<file path="config.mk">
export PLATFORM = sky130hd
export DESIGN_NAME = mem_arbiter
export DESIGN_NICKNAME = d
export VERILOG_FILES = /design/src/rtl/mem_arbiter.sv
export SDC_FILE = /design/constraint.sdc
export NUM_CORES = 1
export LEC_CHECK = 0
export CAP_MARGIN = 20
export CORE_AREA = 2 2 109 111
export CTS_BUF_LIST = sky130_fd_sc_hd__clkbuf_8
export DETAILED_ROUTE_END_ITERATION = 7
export DIE_AREA = 0 0 111 113
export GPL_TIMING_DRIVEN = 0
export HOLD_SLACK_MARGIN = 0.12
export PLACE_DENSITY = 0.85
export SYNTH_ARGS = -nofsm -noshare
export SYNTH_HDL_FRONTEND = slang
export SYNTH_SLANG_ARGS = --single-unit
</file>
<file path="constraint.sdc">
create_clock -name clk -period 5.25 [get_ports clk]
set_input_delay 1.05 -clock clk [delete_from_list [all_inputs] [get_ports clk]]
set_output_delay 1.05 -clock clk [all_outputs]
set_load 0.01 [all_outputs]
</file>
<file path="src/rtl/mem_arbiter.sv">
// Two-master (IFU read-only, LSU read/write) to one-slave memory arbiter with a single outstanding
// transaction and a response watchdog. Define ARB_RR_EN for round-robin arbitration (default: LSU priority).
module mem_arbiter #(
    parameter int ADDR_W         = 32,
    parameter int DATA_W         = 32,
    parameter int TIMEOUT_CYCLES = 255
) (
    input  logic                clk,
    input  logic                rst,
    input  logic                ifu_req_valid,
    output logic                ifu_req_ready,
    input  logic [ADDR_W-1:0]   ifu_addr,
    output logic                ifu_rsp_valid,
    output logic [DATA_W-1:0]   ifu_rsp_data,
    output logic                ifu_rsp_err,
    input  logic                lsu_req_valid,
    output logic                lsu_req_ready,
    input  logic [ADDR_W-1:0]   lsu_addr,
    input  logic                lsu_wen,
    input  logic [DATA_W-1:0]   lsu_wdata,
    input  logic [DATA_W/8-1:0] lsu_wmask,
    output logic                lsu_rsp_valid,
    output logic [DATA_W-1:0]   lsu_rsp_data,
    output logic                lsu_rsp_err,
    output logic                mem_req_valid,
    input  logic                mem_req_ready,
    output logic [ADDR_W-1:0]   mem_addr,
    output logic                mem_wen,
    output logic [DATA_W-1:0]   mem_wdata,
    output logic [DATA_W/8-1:0] mem_wmask,
    input  logic                mem_rsp_valid,
    input  logic [DATA_W-1:0]   mem_rsp_data,
    input  logic                mem_rsp_err,
    output logic                busy
);

    localparam int MASK_W = DATA_W / 8;
    localparam int CNT_W  = (TIMEOUT_CYCLES > 1) ? $clog2(TIMEOUT_CYCLES) : 1;
    localparam bit WDOG_EN = (TIMEOUT_CYCLES > 0);
    localparam logic [CNT_W-1:0] CNT_LAST =
        WDOG_EN ? CNT_W'(TIMEOUT_CYCLES - 1) : {CNT_W{1'b0}};
    localparam logic OWN_IFU = 1'b0;
    localparam logic OWN_LSU = 1'b1;

    typedef enum logic [1:0] {
        ST_IDLE = 2'd0,
        ST_REQ  = 2'd1,
        ST_WAIT = 2'd2
    } state_t;

    state_t              state_r;
    logic                owner_r;
    logic [ADDR_W-1:0]   addr_r;
    logic                wen_r;
    logic [DATA_W-1:0]   wdata_r;
    logic [MASK_W-1:0]   wmask_r;
    logic [CNT_W-1:0]    cnt_r;
`ifdef ARB_RR_EN
    logic                last_served_r;
`endif

    logic                ifu_win_s;
    logic                lsu_win_s;
    logic                busy_s;
    logic                rsp_hit_s;
    logic                timeout_s;
    logic                rsp_fire_s;
    logic [DATA_W-1:0]   rsp_data_s;
    logic                rsp_err_s;

    // Arbitration between the two masters (evaluated every cycle, used only in IDLE)
    always_comb begin
        ifu_win_s = 1'b0;
        lsu_win_s = 1'b0;
`ifdef ARB_RR_EN
        if (ifu_req_valid && lsu_req_valid) begin
            lsu_win_s = (last_served_r == OWN_IFU);
            ifu_win_s = (last_served_r == OWN_LSU);
        end else begin
            lsu_win_s = lsu_req_valid;
            ifu_win_s = ifu_req_valid;
        end
`else
        lsu_win_s = lsu_req_valid;
        ifu_win_s = ifu_req_valid && !lsu_req_valid;
`endif
    end

    assign busy_s     = (state_r != ST_IDLE);
    assign rsp_hit_s  = (state_r == ST_WAIT) && mem_rsp_valid;
    // A real response in the last allowed cycle beats the watchdog
    assign timeout_s  = WDOG_EN && busy_s && (cnt_r == CNT_LAST) && !rsp_hit_s;
    assign rsp_fire_s = rsp_hit_s || timeout_s;

    // Response payload shared by both masters; zero whenever no response is issued
    always_comb begin
        rsp_data_s = {DATA_W{1'b0}};
        rsp_err_s  = 1'b0;
        if (!rsp_fire_s) begin
            rsp_data_s = {DATA_W{1'b0}};
            rsp_err_s  = 1'b0;
        end else if (timeout_s) begin
            rsp_data_s = {DATA_W{1'b0}};
            rsp_err_s  = 1'b1;
        end else if (owner_r == OWN_LSU && wen_r) begin
            rsp_data_s = {DATA_W{1'b0}};
            rsp_err_s  = mem_rsp_err;
        end else begin
            rsp_data_s = mem_rsp_data;
            rsp_err_s  = mem_rsp_err;
        end
    end

    assign ifu_req_ready = rst && (state_r == ST_IDLE) && ifu_win_s;
    assign lsu_req_ready = rst && (state_r == ST_IDLE) && lsu_win_s;

    assign ifu_rsp_valid = rsp_fire_s && (owner_r == OWN_IFU);
    assign ifu_rsp_data  = (owner_r == OWN_IFU) ? rsp_data_s : {DATA_W{1'b0}};
    assign ifu_rsp_err   = (owner_r == OWN_IFU) && rsp_err_s;
    assign lsu_rsp_valid = rsp_fire_s && (owner_r == OWN_LSU);
    assign lsu_rsp_data  = (owner_r == OWN_LSU) ? rsp_data_s : {DATA_W{1'b0}};
    assign lsu_rsp_err   = (owner_r == OWN_LSU) && rsp_err_s;

    assign mem_req_valid = (state_r == ST_REQ) && !timeout_s;
    assign mem_addr      = addr_r;
    assign mem_wen       = wen_r;
    assign mem_wdata     = wdata_r;
    assign mem_wmask     = wmask_r;
    assign busy          = busy_s;

    // Sequencer FSM: latches the granted request, drives the slave, and runs the watchdog
    always_ff @(posedge clk or negedge rst) begin
        if (!rst) begin
            state_r <= ST_IDLE;
            owner_r <= OWN_IFU;
            addr_r  <= {ADDR_W{1'b0}};
            wen_r   <= 1'b0;
            wdata_r <= {DATA_W{1'b0}};
            wmask_r <= {MASK_W{1'b0}};
            cnt_r   <= {CNT_W{1'b0}};
`ifdef ARB_RR_EN
            last_served_r <= OWN_LSU;
`endif
        end else begin
            case (state_r)
                ST_IDLE: begin
                    if (lsu_win_s || ifu_win_s) begin
                        state_r <= ST_REQ;
                        owner_r <= lsu_win_s;
                        cnt_r   <= {CNT_W{1'b0}};
`ifdef ARB_RR_EN
                        last_served_r <= lsu_win_s;
`endif
                        if (lsu_win_s) begin
                            addr_r  <= lsu_addr;
                            wen_r   <= lsu_wen;
                            wdata_r <= lsu_wdata;
                            wmask_r <= lsu_wmask;
                        end else begin
                            addr_r  <= ifu_addr;
                            wen_r   <= 1'b0;
                            wdata_r <= {DATA_W{1'b0}};
                            wmask_r <= {MASK_W{1'b0}};
                        end
                    end else begin
                        state_r <= ST_IDLE;
                    end
                end
                ST_REQ: begin
                    cnt_r <= cnt_r + CNT_W'(1'b1);
                    if (timeout_s) begin
                        state_r <= ST_IDLE;
                    end else if (mem_req_ready) begin
                        state_r <= ST_WAIT;
                    end else begin
                        state_r <= ST_REQ;
                    end
                end
                ST_WAIT: begin
                    cnt_r <= cnt_r + CNT_W'(1'b1);
                    if (rsp_fire_s) begin
                        state_r <= ST_IDLE;
                    end else begin
                        state_r <= ST_WAIT;
                    end
                end
                default: begin
                    state_r <= ST_IDLE;
                end
            endcase
        end
    end

endmodule

</file>
* Word-level counts from Yosys, hierarchy flattened
Cells that the tools add are included.
Cells by class: eq/ne operators 4, $add $sub $neg 1, bitwise logic cells 1, reductions and logical operators 24, multiplexer cells 18
Operators with widths (count):
- 2-to-1 mux 32 bit | 7
- one-hot mux 8 bit (2 select lines) | 1
- logical AND 1 bit | 13
- adder 8 x 1 -> 8 bit (second input constant) | 1
- equality test 8 bit (second input constant) | 1
- 2-to-1 mux 8 bit | 1
- 2-to-1 mux 2 bit | 3
- one-hot mux 2 bit (3 select lines) | 1
- 2-to-1 mux 1 bit | 4
- 2-to-1 mux 4 bit | 1
- AND reduction 2 bit | 2
- nonzero test 2 bit | 2
- zero test 1 bit | 3
- equality test 2 x 1 -> 1 bit (second input constant) | 1
- equality test 2 bit (second input constant) | 1
- zero test 2 bit | 1
- logical OR 1 bit | 2
- != test 2 x 1 -> 1 bit (second input constant) | 1
- OR reduction 2 bit | 1
- inverter 1 bit | 1
Word-level totals: input port bits 140, word-level logic and storage cells 55, output and inout bits 141, register bits 80

* Logic depth before layout (Yosys ltp)
depth in word-level cells 7, depth in mapped cells 7, depth with buffers taken out 5

* Least setup slack after synthesis
No wires, ideal clock.
path kind input to output, start in mem_rsp_valid, end out lsu_rsp_data[10], stages 4, arrival time 1.830 ns, slack 2.370 ns, required time 4.200 ns, path through nand2_1 nor3b_2 clkbuf_1 and2_1
Between the ends: cells in the longest elaborated chain, start to end 6
RTL lines:
- start: declaration | line 31 | input logic mem_rsp_valid,
- logical AND 1 bit * | line 90 | assign rsp_hit_s = (state_r == ST_WAIT) && mem_rsp_valid;
- zero test 1 bit | line 92 | assign timeout_s = WDOG_EN && busy_s && (cnt_r == CNT_LAST) && !rsp_hit_s;
- logical AND 1 bit | line 92
- 2-to-1 mux 32 bit / logical OR 1 bit (equally long branches) | line 102, 93
- 2-to-1 mux 32 bit * | line 99 | if (!rsp_fire_s) begin
- 2-to-1 mux 32 bit * | line 121 | assign lsu_rsp_data = (owner_r == OWN_LSU) ? rsp_data_s : {DATA_W{1'b0}};
- end: declaration | line 23 | output logic [DATA_W-1:0] lsu_rsp_data,
Mark *: on every way between the ends. The rest lies on a longest branch, timed or not.

* Worst setup path in the final report
start in mem_rsp_valid, end out lsu_rsp_data[17]
Same word-level chain as after synthesis.

==> results_dict.tcl <==
set metrics [dict create \
    track_usage_pct 22.04 \
    syn_area_per_cell_um2 9.012 \
    fin_crit_ns 4.126 \
    worst_pin_slew_ns 0.5334 \
    end_kind "primary output" \
    p_leak_nw 3.227 \
    syn-cell-area_um2 4091 \
    grt_overflow 0 \
    syn_to_final_growth_pct 78.44 \
    row_count 39 \
    cp.arrival_ns 3.08 \
    cts_hold_buf 0 \
    p_total_w 0.003007 \
    cpMostUsedCell "clkdlybuf4s50_1" \
    initial_utilization_pct 36.30 \
    cap_violations 0 \
    max-slew-margin-rel_pct 64.44 \
    cp_max_fo 10 \
    hold_viol 0 \
    synth_seq_area_share_pct 48.93 \
    cts_sinks 80 \
    path_depth 6 \
    fin_nets 892 \
    drt-total-wl_um 14040 \
    required_ns 4.20 \
    grt_pass1_vias 4427 \
    chipHeight_um 113 \
    cts-resized-gates 0 \
    gp_congestion 0.8541 \
    synth_nets 600 \
    power.density_nw_per_um2 411.9 \
    drc 0 \
    setup_viol 0 \
    dieArea_um2 12540 \
    drv_slew 0 \
    cp_cell_sequence "clkdlybuf4s50_1 > nand2_1 > nor3b_2 > clkbuf_1 > and2_1 > clkdlybuf4s50_1" \
    layout-drive-gt1-share_pct 4.261 \
    io_pins 281 \
    core_um2 11270 \
    path_buf_inv 3 \
    grt_max_degree 53 \
    ys_ff_latch 80 \
    grt_pass1_wl_um 21860 \
    placed_cells 878 \
    clkTransAtPathRegs_ns 0.08 \
    num_vias 4321 \
    final_cells 896 \
    antenna_left 0 \
    antenna_found_initial 2 \
    critPathKind "primary input to primary output" \
    vdd_drop_max_mv 0.2647 \
    yosysUniqueCellTypes 34 \
    r2r_slack_ns 3.46 \
    hp-class "flip-flop to flip-flop" \
    final.setup_skew_ns 0.009223 \
    startpoint_type "primary input" \
    cts_buffer_depth 2 \
    clock_latency_ns 0.35 \
    cts_tree "done" \
    cts_inserted_buffers 9 \
    status "completed" \
    min_path_cells 2 \
    slowest_stage "clkdlybuf4s50_1" \
    root_buffer "clkbuf_8" \
    whs_ns 0.4704 \
    first_pass_iters 4 \
    fin_tns_setup_ns 0 \
    io_buffer_count 280 \
    r2r_cells 7 \
    htreeDepth 3 \
    post_drt_wl_per_cell_um 15.67 \
    cts_setup_buffers 0 \
    fmaxAchievable_mhz 242.4 \
    die-width_um 111 \
    synth_warnings 0 \
    dp_hpwl_um 11560 \
    via_per_inst 4.823 \
    rsz0062_at_grt "no" \
    fin_crit_sh_pct 78.59 \
    max_stage_delay_ns 0.53 \
    crit_family "buffers and inverters" \
    drtIter0Drc 233 \
    syn_inst 454 \
]
-- flip-flops by register name (all words and copies together) (netlist names) --
name       cells
mem_wdata     32
mem_addr      32
cnt_r          8
mem_wen        1
owner_r        1
state_r        2
mem_wmask      4
-- metrics by stage --
stage                     utilization [%]  setup slack (ns)  cell area, µm²
after floorplan                         -             2.370            4091
after global placement              62.75           -0.9984            7073
after detailed placement            62.97             1.093            7098
after CTS                           64.72             1.091            7296
after global routing                64.77            0.8932            7301
final                               64.77             1.124            7301
-- cell usage in the layout, fill, tap and decap left out, types with 2 or more instances in the layout --
master / count
and2_1: 66
ha_1: 6
nor2_1: 5
clkdlybuf4s50_1: 279
clkbuf_1: 20
clkinv_2: 2
nand2b_1: 2
buf_4: 5
buf_6: 2
clkbuf_8: 10
nand4_1: 3
inv_1: 7
a21boi_0: 2
o31ai_1: 4
mux2i_1: 33
dfrtp_1: 80
a21oi_1: 8
buf_2: 5
o21ai_0: 38
nand2_1: 112
diode_2: 2
nand3_1: 39
or4_1: 4
-- worst min-delay path: cells and delay by family (launching register included) --
family           cells  cell delay (ns)
AND/OR/NAND/NOR      2             0.10
flip-flops           1             0.34
-- kinds of logic after synthesis --
group	share of synthesized area (%)
DFF	48.93
buffers and inverters	4.281
AOI/OAI and AO/OA	7.829
and+or+nand+nor	29.05
muxes	8.073
adders and majority gates	1.835
-- final cells by class --
| cell class | count | area, µm² |
|---|---|---|
| Tap cell | 143 | 178.9 |
| Antenna cell | 2 | 5.005 |
| Buffer | 31 | 152.6 |
| Clock inverter | 6 | 60.06 |
| Sequential cell | 80 | 2002 |
| Fill cell | 928 | 3971 |
| Timing Repair Buffer | 281 | 2828 |
| Clock buffer | 10 | 137.6 |
| Inverter | 6 | 22.52 |
| Multi-Input combinational cell | 337 | 1914 |
-- worst paths after layout --
path                                    start               end
worst min register to register   mem_wmask[0]      mem_wmask[0]
worst max-delay path            mem_rsp_valid  lsu_rsp_data[17]
worst min-delay path             mem_wmask[0]      mem_wmask[0]
worst max register to register     state_r[0]          cnt_r[7]
max in group asynchronous                 rst      mem_wdata[4]
min in group asynchronous                 rst      mem_addr[10]
-- cells in the mapped netlist --
cell	n	area (µm²)
a21boi_0	2	15.01
a21o_1	1	7.510
a21oi_1	8	40.04
a31o_2	1	8.760
and2_1	66	412.9
and3_1	1	6.260
and4_1	1	8.760
and4b_1	1	10.01
buf_2	5	25.02
buf_4	4	30.03
buf_6	2	22.52
clkbuf_1	20	75.07
dfrtp_1	80	2002
ha_1	6	75.07
inv_1	6	22.52
mux2i_1	33	330.3
nand2_1	112	420.4
nand2b_1	2	12.51
nand3_1	39	195.2
nand4_1	3	18.77
nor2_1	5	18.77
nor2b_1	1	6.260
nor3_1	1	5.000
nor3b_2	1	12.51
nor3b_4	1	18.77
nor4_1	1	6.260
o211ai_1	1	7.510
o21ai_0	38	190.2
o21ai_1	1	5.000
o21ai_2	1	8.760
o21bai_1	1	7.510
o31ai_1	4	30.03
or3_1	1	6.260
or4_1	4	30.03
-- where the power goes --
group,total [W],switching [W],internal (W)
sequential,0.00104,0.000161,0.000879
clock,0.000451,0.000221,0.000230
combinational,0.00152,0.000740,0.000776
total,0.00301,0.00112,0.00189
-- per-layer routing --
| layer | GRT usage [%] | wire, µm | part of all wire, % |
|---|---|---|---|
| met2 | 41.35 | 7619 | 54 |
| met4 | 8.000 | 250 | 1.8 |
| met1 | 22.24 | 4916 | 35 |
| met5 | 0 | 0 | 0 |
| met3 | 8.463 | 1252 | 8.9 |
Power figures use the tool's default switching activity.
